--- src/rtl/mul_sched_pkg.sv ---
// mul_sched_pkg: shared types and constants for the round-robin multiplier
// scheduler (mul_sched_rr) and its arbiter (rr_arb).
//   state_e  : scheduler states IDLE/ISSUE/BUSY/FIN (0..3)
//   OP_W     : multiplier operand width
//   PROD_W   : multiplier product width
//   MUL_LAT  : multiplier compute latency in cycles
package mul_sched_pkg;

  typedef enum logic [1:0] {
    IDLE  = 2'd0,
    ISSUE = 2'd1,
    BUSY  = 2'd2,
    FIN   = 2'd3
  } state_e;

  localparam int unsigned OP_W    = 128;
  localparam int unsigned PROD_W  = 256;
  localparam int unsigned MUL_LAT = 3;

endpackage

--- src/rtl/mul_sched_rr_arb.sv ---
// rr_arb: round-robin arbiter.
//   clk, rst_n : clock, asynchronous active-low reset
//   req_i      : request vector
//   adv_i      : arbitration enable; pointer moves only when it grants
//   gnt_o      : one-hot grant (combinational)
//   idx_o      : index of the granted requester
// The last-grant pointer resets to N_REQ-1 so requester 0 wins first.
module rr_arb #(
  parameter int unsigned N_REQ = 4,
  parameter int unsigned ID_W  = $clog2(N_REQ)
) (
  input  logic             clk,
  input  logic             rst_n,
  input  logic [N_REQ-1:0] req_i,
  input  logic             adv_i,
  output logic [N_REQ-1:0] gnt_o,
  output logic [ID_W-1:0]  idx_o
);

  logic [ID_W-1:0] last_q, last_d;
  logic            found;

  always_comb begin
    gnt_o = '0;
    idx_o = '0;
    found = 1'b0;
    // Scan starting one past the last grant, wrapping around.
    for (int unsigned off = 1; off <= N_REQ; off++) begin
      int unsigned c;
      c = (32'(last_q) + off) % N_REQ;
      if (!found && req_i[ID_W'(c)]) begin
        found               = 1'b1;
        gnt_o[ID_W'(c)]     = 1'b1;
        idx_o               = ID_W'(c);
      end
    end
    last_d = last_q;
    if (adv_i && found) last_d = idx_o;
  end

  always_ff @(posedge clk or negedge rst_n) begin
    if (!rst_n) last_q <= ID_W'(N_REQ - 1);
    else        last_q <= last_d;
  end

endmodule

--- src/rtl/mul_sched_rr.sv ---
// mul_sched_rr: round-robin scheduler sharing one 128x128 multiplier
// (3 compute cycles, start pulse, finish pulse) among N_REQ requesters.
//   clk, rst_n          : clock, asynchronous active-low reset
//   req_vld_i/a_i/b_i   : per-requester request and packed operands
//   req_gnt_o           : one-hot grant, operands sampled that cycle
//   rsp_vld_o/id_o/r_o  : one-cycle response strobe, ID and product
//   mul_vld_o/a_o/b_o   : multiplier start pulse and operands
//   mul_fin_i/r_i       : multiplier finish pulse and product
// Optional feature macro MUL_SCHED_OVERLAP_EN: arbitrate in the last
// multiplier cycle so the next issue coincides with the finish pulse
// (issue period 3 instead of 5).
module mul_sched_rr
  import mul_sched_pkg::*;
#(
  parameter int unsigned N_REQ = 4,
  parameter int unsigned ID_W  = 2
) (
  input  logic                  clk,
  input  logic                  rst_n,
  input  logic [N_REQ-1:0]      req_vld_i,
  input  logic [N_REQ*OP_W-1:0] req_a_i,
  input  logic [N_REQ*OP_W-1:0] req_b_i,
  output logic [N_REQ-1:0]      req_gnt_o,
  output logic [N_REQ-1:0]      rsp_vld_o,
  output logic [ID_W-1:0]       rsp_id_o,
  output logic [PROD_W-1:0]     rsp_r_o,
  output logic                  mul_vld_o,
  output logic [OP_W-1:0]       mul_a_o,
  output logic [OP_W-1:0]       mul_b_o,
  input  logic                  mul_fin_i,
  input  logic [PROD_W-1:0]     mul_r_i
);

  localparam logic [1:0] CNT_LAST = 2'(MUL_LAT - 1);
  localparam logic [1:0] CNT_SAT  = 2'd3;

  state_e              state_q, state_d;
  logic [1:0]          cnt_q, cnt_d;
  logic [OP_W-1:0]     op_a_q, op_a_d, op_b_q, op_b_d;
  logic [ID_W-1:0]     id_q, id_d;
  logic [PROD_W-1:0]   rsp_r_q, rsp_r_d;
  logic [ID_W-1:0]     rsp_id_q, rsp_id_d;
  logic [N_REQ-1:0]    rsp_vld_q, rsp_vld_d;
  logic                arb_en, grant, cap;
  logic [N_REQ-1:0]    arb_gnt;
  logic [ID_W-1:0]     arb_idx, cap_id;
  logic [OP_W-1:0]     sel_a, sel_b;
`ifdef MUL_SCHED_OVERLAP_EN
  logic [ID_W-1:0]     fin_id_q, fin_id_d;
  logic                fin_pend_q, fin_pend_d;
`endif

  always_comb begin
    arb_en = (state_q == IDLE) || (state_q == FIN);
`ifdef MUL_SCHED_OVERLAP_EN
    arb_en = arb_en || ((state_q == BUSY) && (cnt_q == CNT_LAST));
`endif
  end

  rr_arb #(.N_REQ(N_REQ), .ID_W(ID_W)) u_arb (
    .clk   (clk),
    .rst_n (rst_n),
    .req_i (req_vld_i & {N_REQ{arb_en}}),
    .adv_i (arb_en),
    .gnt_o (arb_gnt),
    .idx_o (arb_idx)
  );

  assign grant     = |arb_gnt;
  assign req_gnt_o = arb_gnt;

  always_comb begin
    sel_a = '0;
    sel_b = '0;
    for (int unsigned k = 0; k < N_REQ; k++) begin
      if (arb_gnt[k]) begin
        sel_a = req_a_i[k*OP_W +: OP_W];
        sel_b = req_b_i[k*OP_W +: OP_W];
      end
    end
  end

  // State register
  always_ff @(posedge clk or negedge rst_n) begin
    if (!rst_n) state_q <= IDLE;
    else        state_q <= state_d;
  end

  // Next-state logic
  always_comb begin
    state_d = state_q;
    unique case (state_q)
      IDLE, FIN: state_d = grant ? ISSUE : IDLE;
      ISSUE:     state_d = BUSY;
      BUSY: begin
`ifdef MUL_SCHED_OVERLAP_EN
        if (grant)          state_d = ISSUE;
        else if (mul_fin_i) state_d = FIN;
`else
        if (mul_fin_i) state_d = FIN;
`endif
      end
      default:   state_d = IDLE;
    endcase
  end

  // Output logic
  always_comb begin
    mul_vld_o = (state_q == ISSUE);
    mul_a_o   = op_a_q;
    mul_b_o   = op_b_q;
    rsp_vld_o = rsp_vld_q;
    rsp_id_o  = rsp_id_q;
    rsp_r_o   = rsp_r_q;
  end

  // Datapath next values
  always_comb begin
    op_a_d = op_a_q;
    op_b_d = op_b_q;
    id_d   = id_q;
    if (grant) begin
      op_a_d = sel_a;
      op_b_d = sel_b;
      id_d   = arb_idx;
    end

    // cnt reads 0 in ISSUE and counts multiplier cycles, saturating.
    cnt_d = cnt_q;
    if (state_d == ISSUE) cnt_d = '0;
    else if (((state_q == ISSUE) || (state_q == BUSY)) && (cnt_q != CNT_SAT))
      cnt_d = cnt_q + 2'd1;

    cap    = (state_q == BUSY) && mul_fin_i;
    cap_id = id_q;
`ifdef MUL_SCHED_OVERLAP_EN
    // A grant in BUSY overwrites id_q, so the in-flight id moves to fin_id
    // and its product is captured during the following ISSUE cycle.
    fin_id_d   = fin_id_q;
    fin_pend_d = (state_q == BUSY) && grant && !mul_fin_i;
    if ((state_q == BUSY) && grant) fin_id_d = id_q;
    if ((state_q == ISSUE) && fin_pend_q && mul_fin_i) begin
      cap    = 1'b1;
      cap_id = fin_id_q;
    end
`endif

    rsp_vld_d = '0;
    rsp_r_d   = rsp_r_q;
    rsp_id_d  = rsp_id_q;
    if (cap) begin
      rsp_r_d  = mul_r_i;
      rsp_id_d = cap_id;
      for (int unsigned k = 0; k < N_REQ; k++)
        rsp_vld_d[k] = (cap_id == ID_W'(k));
    end
  end

  always_ff @(posedge clk or negedge rst_n) begin
    if (!rst_n) begin
      cnt_q     <= '0;
      op_a_q    <= '0;
      op_b_q    <= '0;
      id_q      <= '0;
      rsp_r_q   <= '0;
      rsp_id_q  <= '0;
      rsp_vld_q <= '0;
    end else begin
      cnt_q     <= cnt_d;
      op_a_q    <= op_a_d;
      op_b_q    <= op_b_d;
      id_q      <= id_d;
      rsp_r_q   <= rsp_r_d;
      rsp_id_q  <= rsp_id_d;
      rsp_vld_q <= rsp_vld_d;
    end
  end

`ifdef MUL_SCHED_OVERLAP_EN
  always_ff @(posedge clk or negedge rst_n) begin
    if (!rst_n) begin
      fin_id_q   <= '0;
      fin_pend_q <= 1'b0;
    end else begin
      fin_id_q   <= fin_id_d;
      fin_pend_q <= fin_pend_d;
    end
  end
`endif

endmodule

--- config.mk ---
export PLATFORM = sky130hd
export DESIGN_NAME = mul_sched_rr
export DESIGN_NICKNAME = d
export VERILOG_FILES = /design/src/rtl/mul_sched_pkg.sv /design/src/rtl/mul_sched_rr_arb.sv /design/src/rtl/mul_sched_rr.sv
export SDC_FILE = /design/constraint.sdc
export NUM_CORES = 1
export LEC_CHECK = 0
export CORE_AREA = 5 5 702 704
export CTS_CLUSTER_DIAMETER = 50
export DETAILED_ROUTE_END_ITERATION = 10
export DIE_AREA = 0 0 707 709
export PLACE_DENSITY = 0.3
export SKIP_CTS_REPAIR_TIMING = 1
export SYNTH_ARGS = -nofsm -noshare
export SYNTH_HDL_FRONTEND = slang
export SYNTH_HIERARCHICAL = 1
export SYNTH_SLANG_ARGS = --single-unit
export TNS_END_PERCENT = 50
--- constraint.sdc ---
create_clock -name clk -period 3.5 [get_ports clk]
set_input_delay 0.35 -clock clk [delete_from_list [all_inputs] [get_ports clk]]
set_output_delay 0.35 -clock clk [all_outputs]
set_load 0.02 [all_outputs]
==> results_dict.tcl, run 1 <==
set metrics [dict create \
    rr_worst_depth 16 \
    critPathArrivalTime_ns 3.39 \
    worstHoldStart "mul_r_i[8]" \
    gr-usage-met2_pct 26.3 \
    peakVddDrop_v 0.00111 \
    hold_class "in2reg" \
    hold_path_depth 2 \
    grt_overflow 0 \
    finalInstanceArea_um2 64200 \
    path_buf_inv 5 \
    fin_crit_ns 3.74 \
    r2r_slack_ns -0.23 \
    synthTopCellsByCount "dfrtp_1, nand2_1, mux2_2" \
    hold_end "rsp_r_o[8]" \
    reg2reg_to "mul_a_o[121]" \
    clk_path_buf_depth 4 \
    numPortBuffers 1809 \
    fp.coreArea_um2 485000 \
    critPathTopFamily "simple AND/OR/NAND/NOR gates" \
    critical_path_peak_fanout 7 \
    yosysTopAreaCell "dfrtp_1" \
    tightest_slew_ns 1.08 \
    failed_checks "setup timing" \
    pre_cts_ws_ns -0.553 \
    cp_cell_sequence "inv_2, ha_4, and2_4, buf_6, or3b_4, a2111oi_4, or2_4, buf_4, a221o_4, buf_16, buf_8" \
    finalWeightedCongestion 0.978 \
    drt_drc_violations_left 0 \
    clockRootBuffer "clkbuf_16" \
    clkSinkCount 524 \
    grt_pass1_wl_um 453000 \
    initial_core_util_pct 5.71 \
    ys_seq_elements 524 \
    synth_enable_flop_cells 0 \
    nets 6071 \
    finalHoldViolations 0 \
    r2r_start "state_q[0]" \
    max_freq_mhz 267 \
    hold_slack_ns 0.111 \
    area.growth.synth_to_final_pct 132 \
    antenna_left 0 \
    dieArea_um2 501000 \
    cts_buffers 156 \
    total_power_w 0.102 \
    p_leak_nw 25.8 \
    gr-usage-met3_pct 5.83 \
    vias_per_cell 2.93 \
    max_slew_margin_pct 27.7 \
    first_iter_violations 2128 \
    critical_path_required_ns 3.15 \
    synth_top_area_share_pct 47.1 \
    synth_top_cells_by_area "dfrtp_1, mux2_2, and3b_1" \
    grt_max_degree 70 \
    die_h_um 709 \
    avgSynthCellArea_um2 10.5 \
    finalCritPeriodShare_pct 107 \
    rsz0062_at_grt "true" \
    async_reset_ff_share_pct 100 \
    outcome "finished, violations left" \
    cpMaxStageDelayCell "a2111oi_4" \
    busiest_layer "met2" \
    syn_nets 3936 \
    vias 33402 \
    routed_wl_um 391000 \
    row_count 256 \
    grt_pass1_vias 33534 \
    endpoint_kind "output port" \
    htreeDepth 4 \
    finClkSkew_ns 0.106 \
    cts_tree "done" \
    yosysMostFrequentCell "dfrtp_1" \
    synth_warnings 6 \
    slew_violations 0 \
    crit_type "reg2out" \
    clk_pin_slew_worst_paths_ns 0.05 \
    setup_ws_ns -0.244 \
    die_x_um 707 \
    dp_hpwl_um 334000 \
    netlist_area_um2 27700 \
    finalSetupViolCount 223 \
    p_per_area_nw_per_um2 1590 \
    dpl_cell_area_um2 55700 \
    grtUsageTotal_pct 14.3 \
    synth_seq_area_share_pct 47.3 \
    synth_cells 2638 \
    met1_usage_pct 15.3 \
    crit_path_start_kind "register" \
    drv_cap 0 \
    wire_per_inst_um 34.3 \
    clock_latency_ns 0.85 \
    drtPass1Iterations 5 \
    ys.flop_type "dfrtp_1" \
    final_layout_size_suffix_gt1_share_pct 22.1 \
    antenna_found_initial 351 \
    max_stage_delay_ns 0.40 \
    pin_count 1810 \
    yosysUniqueCellTypes 47 \
]
-- cell families (layout without fill, tap and decap cells) --
kind of cell	Yosys count	after routing	synth area share, %
AOI/OAI and AO/OA	793	793	19.4
xor gates and xnor gates	1	1	0.0316
adders and majority gates	11	11	0.497
buffers and inverters	241	2500	3.78
DFF	524	524	47.3
muxes	264	264	10.9
other	0	54	0
and+or+nand+nor	804	804	18.1
-- per-stage QoR --
step | setup TNS [ns] | cells | util [%]
final | -20.51 | 11401 | 13.2
after global routing | -59.11 | 11367 | 13.2
after CTS | -40.70 | 11234 | 12.6
after detailed placement | -57.14 | 10952 | 11.5
after global placement | -48.91 | 10952 | 11.5
after floorplan | 0 | 2638 | -
-- worst max path at each step --
stage                            start  cells past startpoint           end  slack (ns)
final                       state_q[0]                     11  req_gnt_o[1]       -0.24
after global routing        state_q[0]                     11  req_gnt_o[2]       -0.45
after CTS                   state_q[0]                     11  req_gnt_o[3]       -1.09
after detailed placement  req_vld_i[0]                     12   mul_b_o[72]       -0.55
after global placement    req_vld_i[2]                     11   mul_b_o[72]       -0.51
after floorplan             state_q[0]                     14    mul_a_o[0]        0.04
-- flip-flops by register name, summed over array words and instances (netlist names) --
signal and flops:
cap_id 2, mul_a_o 128, mul_b_o 128, rsp_id_o 2, rsp_r_o 256, rsp_vld_o 4, state_q 2, u_arb/last_q 2
-- layer usage --
metal,share of wire (%),vias to the layer above
li1,-,13904
met1,37,16515
met4,2.7,118
met3,9.7,783
met2,51,2082
met5,0.20,-
-- power by group --
part,leakage [nW],internal [W],total [W],switching [W]
Clock,2.69,0.0106,0.0157,0.00503
Combinational,16.9,0.0333,0.0741,0.0408
Sequential,6.20,0.00999,0.0124,0.00239
Total,25.8,0.0539,0.102,0.0483
-- final cells by class --
type | count | area, um2
Inverter | 8 | 30.0
Clock inverter | 86 | 1240
Sequential cell | 524 | 13100
Antenna cell | 54 | 135
Clock buffer | 196 | 4340
Multi-Input combinational cell | 1873 | 14400
Fill cell | 54955 | 421000
Tap cell | 6450 | 8070
Timing Repair Buffer | 2210 | 23000
-- cells in the final DEF, fill, tap and decap left out, drive strengths merged, types with 6 or more instances in the layout --
cell | Yosys | final
clkinv | 0 | 34
a221o | 6 | 6
clkdlybuf4s50 | 0 | 1799
clkinvlp | 0 | 18
mux2 | 260 | 260
buf | 100 | 381
o21ai | 260 | 260
diode | 0 | 54
ha | 11 | 11
nand2 | 269 | 269
a21o | 255 | 255
a21oi | 6 | 6
a211oi | 257 | 257
dfrtp | 522 | 522
bufinv | 0 | 26
nor2 | 6 | 6
nor2b | 255 | 255
and3b | 255 | 255
clkbuf | 133 | 225
inv | 8 | 16
(Power assumes the default switching activity.)
==> inputs of run 2 (changes only) <==
--- a/config.mk
+++ b/config.mk
@@ -9,6 +9,7 @@
 export CTS_CLUSTER_DIAMETER = 50
 export DETAILED_ROUTE_END_ITERATION = 10
 export DIE_AREA = 0 0 707 709
+export GPL_ROUTABILITY_DRIVEN = 1
 export PLACE_DENSITY = 0.3
 export SKIP_CTS_REPAIR_TIMING = 1
 export SYNTH_ARGS = -nofsm -noshare
==> results of run 2 <==
No change in the layout: final DEF, timing and power equal those of run 1.
==> inputs of run 3 (changes only) <==
==> constraint.sdc (replaced) <==
create_clock -name clk -period 3.6 [get_ports clk]
set_input_delay 0.36 -clock clk [delete_from_list [all_inputs] [get_ports clk]]
set_output_delay 0.36 -clock clk [all_outputs]
set_load 0.02 [all_outputs]
==> run 3 against run 2 <==
Compared with the run above: the flow still finishes with violations (setup timing); critical endpoint is now req_gnt_o[2]; clock power fell by 8%; first-iteration DRC count decreased by 12%; global-route usage is 0.30 points higher; sequential power barely moved; sequential cell count stayed put; hold slack got worse by 0.0052 ns.
==> results_dict.tcl, run 3 (synthesis results as in run 1) <==
set metrics [dict create \
    outcome "finished, violations left" \
    failed_checks "setup timing" \
    crit_type "reg2out" \
    nets 6032 \
    max_freq_mhz 260 \
    dp_hpwl_um 341000 \
    first_iter_violations 1880 \
    vias_per_cell 2.90 \
    fill_cells 55069 \
    drtPass1Iterations 7 \
    clk_path_buf_depth 4 \
    pin_count 1810 \
    area.growth.synth_to_final_pct 129 \
    layout_common_cells "clkdlybuf4s50_1, dfrtp_1, nand2_1, mux2_2, a21o_1" \
    row_count 256 \
    layout_commonest_cell "clkdlybuf4s50_1" \
    path_buf_inv 5 \
    slew_violations 0 \
    p_per_area_nw_per_um2 1530 \
    critical_path_required_ns 3.24 \
    fin_crit_ns 3.84 \
    numPortBuffers 1809 \
    antenna_left 0 \
    peakVddDrop_v 0.000774 \
    crit_path_start_kind "register" \
    finalHoldViolations 0 \
    endpoint_kind "output port" \
    vias 32919 \
    largest_reg_flops 256 \
    cts_tree "done" \
    antenna_found_initial 323 \
    rsz0062_at_grt "true" \
    routed_wl_um 395000 \
    hold_slack_ns 0.106 \
    clockRootBuffer "clkbuf_16" \
    finalCritPeriodShare_pct 107 \
    clkSinkCount 524 \
    finalWeightedCongestion 0.970 \
    dieArea_um2 501000 \
    cts_buffers 154 \
    grt_pass1_vias 33826 \
    final_cell_count_no_fill 11349 \
    dp_cells 10922 \
    grt_max_degree 64 \
    finalSetupViolCount 194 \
    total_power_w 0.0969 \
    clock_latency_ns 0.87 \
    drv_cap 0 \
    critPathTopFamily "simple AND/OR/NAND/NOR gates" \
    drt_drc_violations_left 0 \
    setup_ws_ns -0.242 \
    final_layout_size_suffix_gt1_share_pct 20.6 \
    die_h_um 709 \
    grt_pass1_wl_um 461000 \
    cp_cell_sequence "inv_2, ha_4, and2_4, buf_6, or3b_4, a2111oi_4, or2_4, a221o_4, buf_16, buf_12, buf_8" \
    clk_pin_slew_worst_paths_ns 0.05 \
    p_leak_nw 25.4 \
    htreeDepth 4 \
    finClkSkew_ns 0.128 \
    wire_per_inst_um 34.8 \
    initial_core_util_pct 5.71 \
    hold_class "in2reg" \
    max_stage_delay_ns 0.38 \
    critical_path_peak_fanout 7 \
    fp.coreArea_um2 485000 \
    critPathArrivalTime_ns 3.48 \
    die_x_um 707 \
    max_slew_margin_pct 35.2 \
    grt_overflow 0 \
    grtUsageTotal_pct 14.6 \
    tightest_slew_ns 0.969 \
    cpMaxStageDelayCell "or3b_4" \
]
run 3: changes by cell type in the layout (fill, tap and decap cells not counted), moves of 9 or more:
| cell | before | now |
|---|---|---|
| a211oi_4 | 24 | 14 |
| a211oi_2 | 81 | 66 |
| bufinv_16 | 26 | 16 |
| clkinvlp_4 | 18 | 9 |
| a211oi_1 | 152 | 177 |
| buf_4 | 246 | 211 |
run 3: layout make-up:
type / count / area (um2) / area share, %
Timing Repair Buffer: 2173 / 22600 / 35.6
Multi-Input combinational cell: 1873 / 14200 / 22.3
Sequential cell: 524 / 13100 / 20.7
Tap cell: 6450 / 8070 / 12.7
Clock buffer: 204 / 4330 / 6.83
Clock inverter: 71 / 988 / 1.56
Antenna cell: 46 / 115 / 0.182
Inverter: 8 / 30.0 / 0.0474
run 3: layer usage:
layer	track usage (%)	vias up	share of wire, %
li1	-	13827	-
met4	3.86	112	3.7
met1	14.8	16202	34
met5	0	-	0.19
met2	27.6	1986	52
met3	5.77	792	9.4
run 3: path summary, 6_finish.rpt:
| kind | start | end | depth (start not counted) | slack [ns] |
|---|---|---|---|---|
| setup / recovery | state_q[0] | req_gnt_o[2] | 11 | -0.24 |
| hold / removal | mul_r_i[92] | rsp_r_o[92] | 2 | 0.11 |
| setup reg to reg | state_q[1] | mul_b_o[46] | 15 | -0.18 |
| hold reg to reg | mul_b_o[102] | mul_b_o[102] | 2 | 0.47 |
| max in group asynchronous | rst_n | mul_b_o[57] | 3 | 2.23 |
| min in group asynchronous | rst_n | mul_a_o[74] | 2 | 0.26 |
run 3: where the power goes:
part | total [W] | leakage (nW) | switching, W | internal (W)
Sequential | 0.0123 | 6.20 | 0.00261 | 0.00971
Clock | 0.0145 | 2.59 | 0.00485 | 0.00961
Combinational | 0.0701 | 16.6 | 0.0389 | 0.0313
run 3: metrics by stage:
stage	setup WS (ns)	area [um2]	util [%]	setup TNS, ns
after floorplan	0.0913	27700	-	0
after global placement	-0.736	55500	11.4	-122.88
after detailed placement	-0.608	55500	11.4	-105.05
after CTS	-1.33	60800	12.5	-108.67
after global routing	-0.441	63300	13.1	-53.24
final	-0.242	63400	13.1	-13.27
